**src/rtl/axis_tap_capture_if.sv**
```systemverilog
//------------------------------------------------------------------------------
// Module : axis_tap_capture_if
// Brief  : Monitored AXI-Stream link signals (valid/ready/data) seen by the tap.
// Rev    : 1.0 - initial release
//------------------------------------------------------------------------------
`default_nettype none

interface axis_tap_capture_if #(
  parameter int TDATA_WIDTH = 64
);
  logic                   tready;
  logic                   tvalid;
  logic [TDATA_WIDTH-1:0] tdata;

  // master drives the whole link (source plus sink ready); slave only observes it
  modport master (output tvalid, output tdata, output tready);
  modport slave  (input  tvalid, input  tdata, input  tready);
endinterface

`default_nettype wire

```
**src/rtl/axis_tap_capture.sv**
```systemverilog
//------------------------------------------------------------------------------
// Module : axis_tap_capture
// Brief  : Passive AXI-Stream tap with a live field snoop, decimated burst
//          capture buffer and saturating beat/stall counters.
// Rev    : 1.0 - initial release
//------------------------------------------------------------------------------
`default_nettype none

module axis_tap_capture #(
  parameter int TDATA_WIDTH = 64,
  parameter int FIELD_LSB   = 32,
  parameter int FIELD_WIDTH = 32,
  parameter int DEPTH       = 16,
  parameter int DECIM_WIDTH = 8
) (
  input  wire logic                   s00_axis_aclk,
  input  wire logic                   s00_axis_aresetn,
  axis_tap_capture_if.slave           tap,
  input  wire logic                   arm,
  input  wire logic                   abort,
  input  wire logic [DECIM_WIDTH-1:0] decim,
  input  wire logic                   clear,
  input  wire logic                   rd_en,
  output logic [FIELD_WIDTH-1:0]      snooped_tdata,
  output logic                        snooped_valid,
  output logic [FIELD_WIDTH-1:0]      rd_data,
  output logic                        rd_valid,
  output logic [1:0]                  state,
  output logic [31:0]                 beat_count,
  output logic [31:0]                 stall_count
);

  localparam int             c_PTR_W = $clog2(DEPTH);
  localparam logic [c_PTR_W-1:0] c_LAST = c_PTR_W'(DEPTH - 1);

  typedef enum logic [1:0] {
    ST_IDLE    = 2'd0,
    ST_CAPTURE = 2'd1,
    ST_DONE    = 2'd2
  } state_t;

  state_t                  r_state;
  state_t                  w_state_nxt;
  logic                    w_arm_acc;
  logic                    w_cap_hs;
  logic                    w_wr_en;
  logic                    w_rd_acc;

  logic [TDATA_WIDTH-1:0]  w_tdata;
  logic [FIELD_WIDTH-1:0]  w_field;
  logic                    w_hs;
  logic                    w_stall;
  logic                    w_unused_tdata;

  logic [FIELD_WIDTH-1:0]  r_snoop;
  logic                    r_snoop_vld;
  logic [31:0]             r_beat;
  logic [31:0]             r_stall;
  logic [DECIM_WIDTH-1:0]  r_decim;
  logic [DECIM_WIDTH-1:0]  r_dcnt;
  logic [c_PTR_W-1:0]      r_wr_ptr;
  logic [c_PTR_W-1:0]      r_rd_ptr;
  logic [FIELD_WIDTH-1:0]  r_rd_data;
  logic                    r_rd_valid;
  logic [FIELD_WIDTH-1:0]  r_mem [DEPTH];

  assign w_tdata        = tap.tdata;
  assign w_field        = w_tdata[FIELD_LSB +: FIELD_WIDTH];
  assign w_hs           = tap.tvalid & tap.tready;
  assign w_stall        = tap.tvalid & ~tap.tready;
  assign w_unused_tdata = &{1'b0, w_tdata};

  // Live snoop path and diagnostics counters run regardless of FSM state
  always_ff @(posedge s00_axis_aclk or negedge s00_axis_aresetn) begin
    if (!s00_axis_aresetn) begin
      r_snoop     <= '0;
      r_snoop_vld <= 1'b0;
      r_beat      <= '0;
      r_stall     <= '0;
    end else begin
      r_snoop_vld <= w_hs;
      if (w_hs) r_snoop <= w_field;
      if (clear) begin
        r_beat  <= '0;
        r_stall <= '0;
      end else begin
        if (w_hs && (r_beat != '1))     r_beat  <= r_beat + 32'd1;
        if (w_stall && (r_stall != '1)) r_stall <= r_stall + 32'd1;
      end
    end
  end

  always_ff @(posedge s00_axis_aclk or negedge s00_axis_aresetn) begin
    if (!s00_axis_aresetn) r_state <= ST_IDLE;
    else                   r_state <= w_state_nxt;
  end

  always_comb begin
    w_state_nxt = r_state;
    w_arm_acc   = 1'b0;
    w_cap_hs    = 1'b0;
    w_wr_en     = 1'b0;
    w_rd_acc    = 1'b0;
    if (abort) begin
      w_state_nxt = ST_IDLE;
    end else begin
      unique case (r_state)
        ST_IDLE: begin
          if (arm) begin
            w_arm_acc   = 1'b1;
            w_state_nxt = ST_CAPTURE;
          end
        end
        ST_CAPTURE: begin
          w_cap_hs = w_hs;
          w_wr_en  = w_hs && (r_dcnt == '0);
          if (w_wr_en && (r_wr_ptr == c_LAST)) w_state_nxt = ST_DONE;
        end
        ST_DONE: begin
          w_rd_acc = rd_en;
          if (rd_en && (r_rd_ptr == c_LAST)) w_state_nxt = ST_IDLE;
        end
        default: w_state_nxt = ST_IDLE;
      endcase
    end
  end

  always_ff @(posedge s00_axis_aclk or negedge s00_axis_aresetn) begin
    if (!s00_axis_aresetn) begin
      r_decim    <= '0;
      r_dcnt     <= '0;
      r_wr_ptr   <= '0;
      r_rd_ptr   <= '0;
      r_rd_data  <= '0;
      r_rd_valid <= 1'b0;
    end else begin
      r_rd_valid <= w_rd_acc;
      if (w_arm_acc) begin
        r_decim  <= decim;
        r_dcnt   <= '0;
        r_wr_ptr <= '0;
      end else if (w_cap_hs) begin
        // dcnt == 0 marks a kept sample; otherwise count down the skipped beats
        if (w_wr_en) begin
          r_wr_ptr <= r_wr_ptr + 1'b1;
          r_dcnt   <= r_decim;
          if (r_wr_ptr == c_LAST) r_rd_ptr <= '0;
        end else begin
          r_dcnt <= r_dcnt - 1'b1;
        end
      end
      if (w_rd_acc) begin
        r_rd_data <= r_mem[r_rd_ptr];
        r_rd_ptr  <= r_rd_ptr + 1'b1;
      end
    end
  end

  always_ff @(posedge s00_axis_aclk) begin
    if (w_wr_en) r_mem[r_wr_ptr] <= w_field;
  end

  assign snooped_tdata = r_snoop;
  assign snooped_valid = r_snoop_vld;
  assign rd_data       = r_rd_data;
  assign rd_valid      = r_rd_valid;
  assign state         = r_state;
  assign beat_count    = r_beat;
  assign stall_count   = r_stall;

endmodule

`default_nettype wire

```
**src/flat_wrapper.sv**
```systemverilog
// flat-port wrapper written by rule: the top's interface ports become plain ports
module axis_tap_capture_flat 
#(
  parameter int TDATA_WIDTH = 64,
  parameter int FIELD_LSB   = 32,
  parameter int FIELD_WIDTH = 32,
  parameter int DEPTH       = 16,
  parameter int DECIM_WIDTH = 8
)
  (s00_axis_aclk, s00_axis_aresetn, arm, abort, decim, clear, rd_en, snooped_tdata, snooped_valid, rd_data, rd_valid, state, beat_count, stall_count, tap_tvalid, tap_tdata, tap_tready);
  axis_tap_capture_if #(.TDATA_WIDTH(TDATA_WIDTH)) tap_i ();
  input  wire logic s00_axis_aclk;
  input  wire logic s00_axis_aresetn;
  input  wire logic arm;
  input  wire logic abort;
  input  wire logic [DECIM_WIDTH-1:0] decim;
  input  wire logic clear;
  input  wire logic rd_en;
  output logic [FIELD_WIDTH-1:0] snooped_tdata;
  output logic snooped_valid;
  output logic [FIELD_WIDTH-1:0] rd_data;
  output logic rd_valid;
  output logic [1:0] state;
  output logic [31:0] beat_count;
  output logic [31:0] stall_count;
  input wire logic [$bits(tap_i.tvalid)-1:0] tap_tvalid;
  input wire logic [$bits(tap_i.tdata)-1:0] tap_tdata;
  input wire logic [$bits(tap_i.tready)-1:0] tap_tready;
  assign tap_i.tvalid = tap_tvalid;
  assign tap_i.tdata = tap_tdata;
  assign tap_i.tready = tap_tready;
  axis_tap_capture #(.TDATA_WIDTH(TDATA_WIDTH), .FIELD_LSB(FIELD_LSB), .FIELD_WIDTH(FIELD_WIDTH), .DEPTH(DEPTH), .DECIM_WIDTH(DECIM_WIDTH)) u_core (.s00_axis_aclk(s00_axis_aclk), .s00_axis_aresetn(s00_axis_aresetn), .tap(tap_i), .arm(arm), .abort(abort), .decim(decim), .clear(clear), .rd_en(rd_en), .snooped_tdata(snooped_tdata), .snooped_valid(snooped_valid), .rd_data(rd_data), .rd_valid(rd_valid), .state(state), .beat_count(beat_count), .stall_count(stall_count));
endmodule
```
**config.mk**
```make
export PLATFORM = sky130hd
export DESIGN_NAME = axis_tap_capture_flat
export DESIGN_NICKNAME = d
export VERILOG_FILES = /design/src/rtl/axis_tap_capture_if.sv /design/src/rtl/axis_tap_capture.sv /design/src/flat_wrapper.sv
export SDC_FILE = /design/constraint.sdc
export NUM_CORES = 1
export LEC_CHECK = 0
export ABC_AREA = 1
export BUFFER_PORTS_ARGS = -buffer_cell sky130_fd_sc_hd__buf_2
export CELL_PAD_IN_SITES_DETAIL_PLACEMENT = 1
export CELL_PAD_IN_SITES_GLOBAL_PLACEMENT = 2
export CORE_MARGIN = 3
export CORE_UTILIZATION = 42
export DETAILED_ROUTE_END_ITERATION = 6
export HOLD_SLACK_MARGIN = 0.06
export PLACE_DENSITY = 0.85
export SLEW_MARGIN = 15
export SYNTH_ARGS = -nofsm -noshare
export SYNTH_HDL_FRONTEND = slang
export SYNTH_SLANG_ARGS = --single-unit
```
**constraint.sdc**
```tcl
create_clock -name s00_axis_aclk -period 8.05 [get_ports s00_axis_aclk]
set_clock_uncertainty 0.05 [all_clocks]
set_input_delay 1.61 -clock s00_axis_aclk [delete_from_list [all_inputs] [get_ports s00_axis_aclk]]
set_output_delay 1.61 -clock s00_axis_aclk [all_outputs]
set_load 0.01 [all_outputs]
```
Word level (Yosys, flattened, before mapping). Memories as Yosys holds them, arrays and structs flattened. A register that Yosys moved wholly into a read port is not among the register bits. Index checks and enable logic that the tools add are counted.

Register bits: 124. RAM bits: 512. Bits of input ports: 80. Output and inout bits: 132. Word-level logic and storage cells: 78. Memories: 1.

Add/sub/neg operators: 5. Equality and inequality tests: 10. Mux-type cells: 31. Bitwise logic cells: 3. Reduce and logical (&&, ||, !) cells: 18.

Memory list: u_core.r_mem (words 16, width 32, rd ports 1, clocked after Yosys merged registers in 1, wr ports 1, RTL line axis_tap_capture.sv:65) `logic [FIELD_WIDTH-1:0] r_mem [DEPTH];`.

Operators by type and width (number): $mux W32 (4); $add A32 B1 Y32 const B (2); $ne A32 B32 Y1 const B (2); $mux W4 (8); $mux W8 (3); $reduce_bool A2 Y1 (7); $mux W1 (11); $add A4 B1 Y4 const B (2); $eq A4 B4 Y1 const B (2); $logic_not A8 Y1 (1); $mux W2 (4); $sub A8 B1 Y8 const B (1); $ne A3 B2 Y1 const B (2); $pmux W2 S3 (1); $logic_and A1 B1 Y1 (5); $reduce_and A4 Y1 (1); $ne A3 B3 Y1 const B (1); $reduce_and A3 Y1 (1); $and A1 B1 Y1 (2); $eq A2 B1 Y1 const B (1); $eq A2 B2 Y1 const B (1); $logic_not A2 Y1 (1); $ne A2 B2 Y1 const B (1); $reduce_and A2 Y1 (1); other kinds (2) (2).

Longest topological paths before layout.
Depth after elaboration: 8. Depth in mapped cells: 13. Mapped depth without buffers: 11.

Worst setup path after synthesis. OpenSTA, ideal clock, no wires.

Path kind: in2reg. From: input tap_tvalid. To: memory u_core.r_mem[15][0] (enable). Setup time: 0.461 ns. Arrival time: 4.624 ns. Data required time: 7.539 ns. Slack: 2.915 ns. Stages on the path: 5. Buffers on the path: 1. Path through: nand2_1 nor2_1 nand2_1 clkbuf_1 nor3_1.

Word-level cells in the longest chain between the ends: 6.

Ends and longest elaborated chain: start, declared (RTL line flat_wrapper.sv:26) `input wire logic [$bits(tap_i.tvalid)-1:0] tap_tvalid;`; $and A1 B1 Y1 (RTL line axis_tap_capture.sv:69) `assign w_hs = tap.tvalid & tap.tready;`; $logic_and A1 B1 Y1 (RTL line axis_tap_capture.sv:116) `w_wr_en = w_hs && (r_dcnt == '0);`; $mux W1 (RTL line axis_tap_capture.sv:107) `unique case (r_state)`; $mux W1 (RTL line axis_tap_capture.sv:104) `if (abort) begin`; $mux W1 (RTL line axis_tap_capture.sv:160) `if (w_wr_en) r_mem[r_wr_ptr] <= w_field;`; $mux W1 (not written as such) (RTL line axis_tap_capture.sv:160); end, declared (RTL line axis_tap_capture.sv:65).

Every way passes these cells.

Worst setup path after layout.
From: input abort. To: memory u_core.r_mem[6][22] (enable).

Word-level cells in the longest chain between the ends: 3.

Ends and longest elaborated chain: start, declared (RTL line flat_wrapper.sv:15) `input wire logic abort;`; $mux W1 (RTL line axis_tap_capture.sv:104); $mux W1 (RTL line axis_tap_capture.sv:160); $mux W1 (not written as such) (RTL line axis_tap_capture.sv:160).

Every way passes these cells.

==> flow_summary_export.csv <==
group,metric,value,unit
clock_network,postCtsSetupBuffers,0,
setup_path,reg2regPathDepth,9,
setup_path,startpoint_type,"input port",
grt,grtUsageTotal,23.6,%
clock_network,cts_hold_buf,0,
setup_path,crit_family,"simple AND/OR/NAND/NOR gates",
die,die_area,70700,um2
timing,slew_viol_final,0,
yosys,ys.flop_type,"edfxtp_1",
setup_path,crit_path_end_kind,"flip-flop",
clock_network,cts-resized-gates,0,
place,gp_congestion,0.830,
detailed_routing,drtIter0Drc,1383,
detailed_routing,dr_wl_met3,3820,um
yosys,synth_edf_count,512,
clock_network,cts_buffer_depth,3,
power_and_ir_drop,power_leakage,13.4,nW
timing,hold_ws,0.421,ns
place,hpwl,47300,um
setup_path,crit_start,"abort",
timing,hold_viol,0,
power_and_ir_drop,vdd_drop_max,0.000129,V
detailed_routing,drcViolationCount,0,
clock_network,insertion_delay,0.63,ns
setup_path,cp_max_fo,18,
cells_and_area,mostFrequentLayoutCells,"nand2_1 (980), edfxtp_1 (512), nor2_1 (233)",
detailed_routing,ant_nets,0,
cells_and_area,fillers,7268,
yosys,syn_area_per_cell,10.2,um2
setup_path,cpPeakStageDelay,0.68,ns
die,die_h,266,um
setup_path,crit_end,"u_core.r_mem[6][22]",
detailed_routing,via_per_inst,5.41,
setup_path,cp.depth,9,
cells_and_area,fin_area,32700,um2
grt,antenna_found_initial,1,
timing,fin_crit_sh,53.9,%
yosys,synth_warnings,0,
die,initial_core_util,42.7,%
clock_network,clkSinkCount,668,
yosys,synth_fp_nets,2868,
cells_and_area,syn_to_final_growth,15.3,%
detailed_routing,routed_wl,83500,um
timing,setup_viol,0,
place,place_area,30200,um2
yosys,synth_seq_area_share,68.0,%
detailed_routing,vias,20941,
cells_and_area,multi_input_area,8130,um2
setup_path,reg2reg_to,"u_core.r_mem[6][22]",
detailed_routing,wl_met2,43100,um
clock_network,cts_tree,"yes",
clock_network,cts-root-buf,"clkbuf_16",
place,port-buffer-count,179,
setup_path,crit_arrival,4.56,ns
clock_network,cts_max_level,3,
setup_path,r2r_setup_slack,4.18,ns
yosys,synthesis.area,28400,um2
setup_path,cp_cell_sequence,"buf_2 > inv_1 > nand3_1 > nor2_1 > nand2_1 > inv_1 > nand2_1 > nor2_4 > buf_4",
detailed_routing,first_pass_iters,5,
worst_hold_path,hold_path.class,"flip-flop to flip-flop",
setup_path,critPathRequiredTime,8.27,ns
timing,worst_pin_slew,1.14,ns
timing,fin_tns_setup,0,ns
job,drv_cap,0,
timing,max_clock_freq,230,MHz
grt,grt_pass1_wl,130000,um
power_and_ir_drop,powerDensity,239,nW/um2
yosys,synth_cell_types,33,
cells_and_area,layout-drive-gt1-share,12.6,%
yosys,ys_seq_elements,668,
grt,grt_max_degree,151,
grt,grt_remaining_overflow,0,
yosys,synthArstFlopShare,23.4,%
die,die_w,266,um
timing,max_slew_margin,24.0,%
status,status,"completed",
setup_path,path_buf_inv,4,
detailed_routing,highest_layer,"met5",
detailed_routing,post_drt_wl_per_cell,21.6,um
setup_path,r2r-start,"u_core.r_dcnt[0]",
cells_and_area,num-nets-final,3031,
clock_network,numCtsBuffers,75,
clock_network,path_clk_slew,0.06,ns
timing,period_needed,4.34,ns
cells_and_area,final_common_cell,"nand2_1",
die,core_area,66300,um2
grt,grt_pass1_vias,22692,
die,pin_count,212,
detailed_routing,wl_met1,35200,um
setup_path,critPathKind,"input port to flip-flop",
setup_path,slowest_stage,"nor2_4",
die,fp-row-count,94,
yosys,synthCells,2779,
cells_and_area,seqCellArea,19300,um2
timing,grt_setup_unrepaired,"false",
logic make-up (layout without fill, tap and decap cells):
family                   Yosys count  count (layout)  share of synthesized area [%]
XOR/XNOR                          23              23                          0.710
buffers and inverters            271             497                           3.79
adder cells (fa/ha/maj)            9               9                          0.397
AND/OR/NAND/NOR                 1484            1484                           21.2
AO/OA/AOI/OAI                    324             324                           5.91
flip-flops                       668             668                           68.0
other                              0               1                              0
synthesized netlist by cell type, types with 2 or more instances:
| cell type | instances | share of area, % |
|---|---|---|
| nor3_1 | 2 | 0.035 |
| o21ai_0 | 150 | 2.6 |
| nor2_2 | 2 | 0.044 |
| nor2_1 | 249 | 3.3 |
| clkbuf_1 | 83 | 1.1 |
| buf_1 | 25 | 0.33 |
| inv_1 | 137 | 1.8 |
| buf_2 | 16 | 0.28 |
| a21oi_1 | 135 | 2.4 |
| xor2_1 | 18 | 0.56 |
| nand2_1 | 982 | 13 |
| nand2_2 | 4 | 0.088 |
| edfxtp_1 | 512 | 54 |
| xnor2_1 | 5 | 0.15 |
| buf_6 | 3 | 0.12 |
| nand3_1 | 186 | 3.3 |
| ha_1 | 9 | 0.40 |
| inv_2 | 4 | 0.053 |
| or2_2 | 8 | 0.18 |
| nand4_1 | 39 | 0.86 |
| nor2_4 | 4 | 0.16 |
| o211ai_1 | 2 | 0.053 |
| nand2_4 | 4 | 0.16 |
| dfrtp_1 | 156 | 14 |
| nand3b_1 | 3 | 0.079 |
| o22ai_1 | 34 | 0.75 |
registers in the layout (all words and copies together) (netlist names):
register	cells
u_core.beat_count	32
u_core.rd_valid	1
u_core.state	2
u_core.r_dcnt	8
u_core.rd_data	32
u_core.r_mem	512
u_core.r_rd_ptr	4
u_core.stall_count	32
u_core.snooped_valid	1
u_core.r_decim	8
u_core.snooped_tdata	32
u_core.r_wr_ptr	4
metrics by stage:
| step | instances | power [mW] | utilization [%] | setup WS (ns) |
|---|---|---|---|---|
| after floorplan | 2779 | 4.20 | - | 2.91 |
| after global placement | 3729 | 4.39 | 45.5 | 3.23 |
| after detailed placement | 3729 | 4.43 | 45.5 | 3.07 |
| after CTS | 3869 | 7.88 | 49.3 | 3.76 |
| after global routing | 3869 | 8.09 | 49.3 | 3.46 |
| final | 3870 | 7.80 | 49.3 | 3.71 |
report_power, final:
group / internal (mW) / leakage (nW) / switching, mW / total (mW)
clock: 2.02 / 1.19 / 1.42 / 3.45
combinational: 0.151 / 5.51 / 0.388 / 0.539
sequential: 3.77 / 6.69 / 0.0499 / 3.82
total: 5.94 / 13.4 / 1.86 / 7.80
worst reg2reg max path, cell delays in order (launching register included):
cell and delay (ns):
dfrtp_1 0.36, inv_1 0.23, ha_1 0.24, nand3_1 0.08, nor2_1 0.31, nand2_1 0.46
inv_1 0.32, nand2_1 0.30, nor2_4 0.68, buf_4 0.50
worst min-delay path by stage:
| stage | start | end | slack, ns | depth (start not counted) |
|---|---|---|---|---|
| after floorplan | u_core.r_decim[0] | u_core.r_decim[0] | 0.39 | 2 |
| after global placement | u_core.snooped_tdata[5] | u_core.snooped_tdata[5] | 0.41 | 2 |
| after detailed placement | u_core.snooped_tdata[8] | u_core.snooped_tdata[8] | 0.41 | 2 |
| after CTS | u_core.snooped_tdata[6] | u_core.snooped_tdata[6] | 0.43 | 2 |
| after global routing | u_core.snooped_tdata[14] | u_core.snooped_tdata[14] | 0.46 | 2 |
| final | u_core.snooped_tdata[6] | u_core.snooped_tdata[6] | 0.42 | 2 |
routing by layer:
layer  global-route usage (%)  vias to the layer above
met5                        0                        -
met4                     5.94                        2
li1                         -                     9672
met2                     42.4                      426
met1                     29.8                    10745
met3                     3.64                       96
area by class of cell:
cell class              instances  share of cell area (%)
repair buffers                214                    3.57
clock inverters                40                    1.29
clock buffers                 100                    6.25
inverters                     143                    1.67
diodes                          1                 0.00766
multi-input cells            1840                    24.9
well taps                     864                    3.31
flip-flops and latches        668                    59.0
Note: power is estimated with default switching activity, not from simulation.
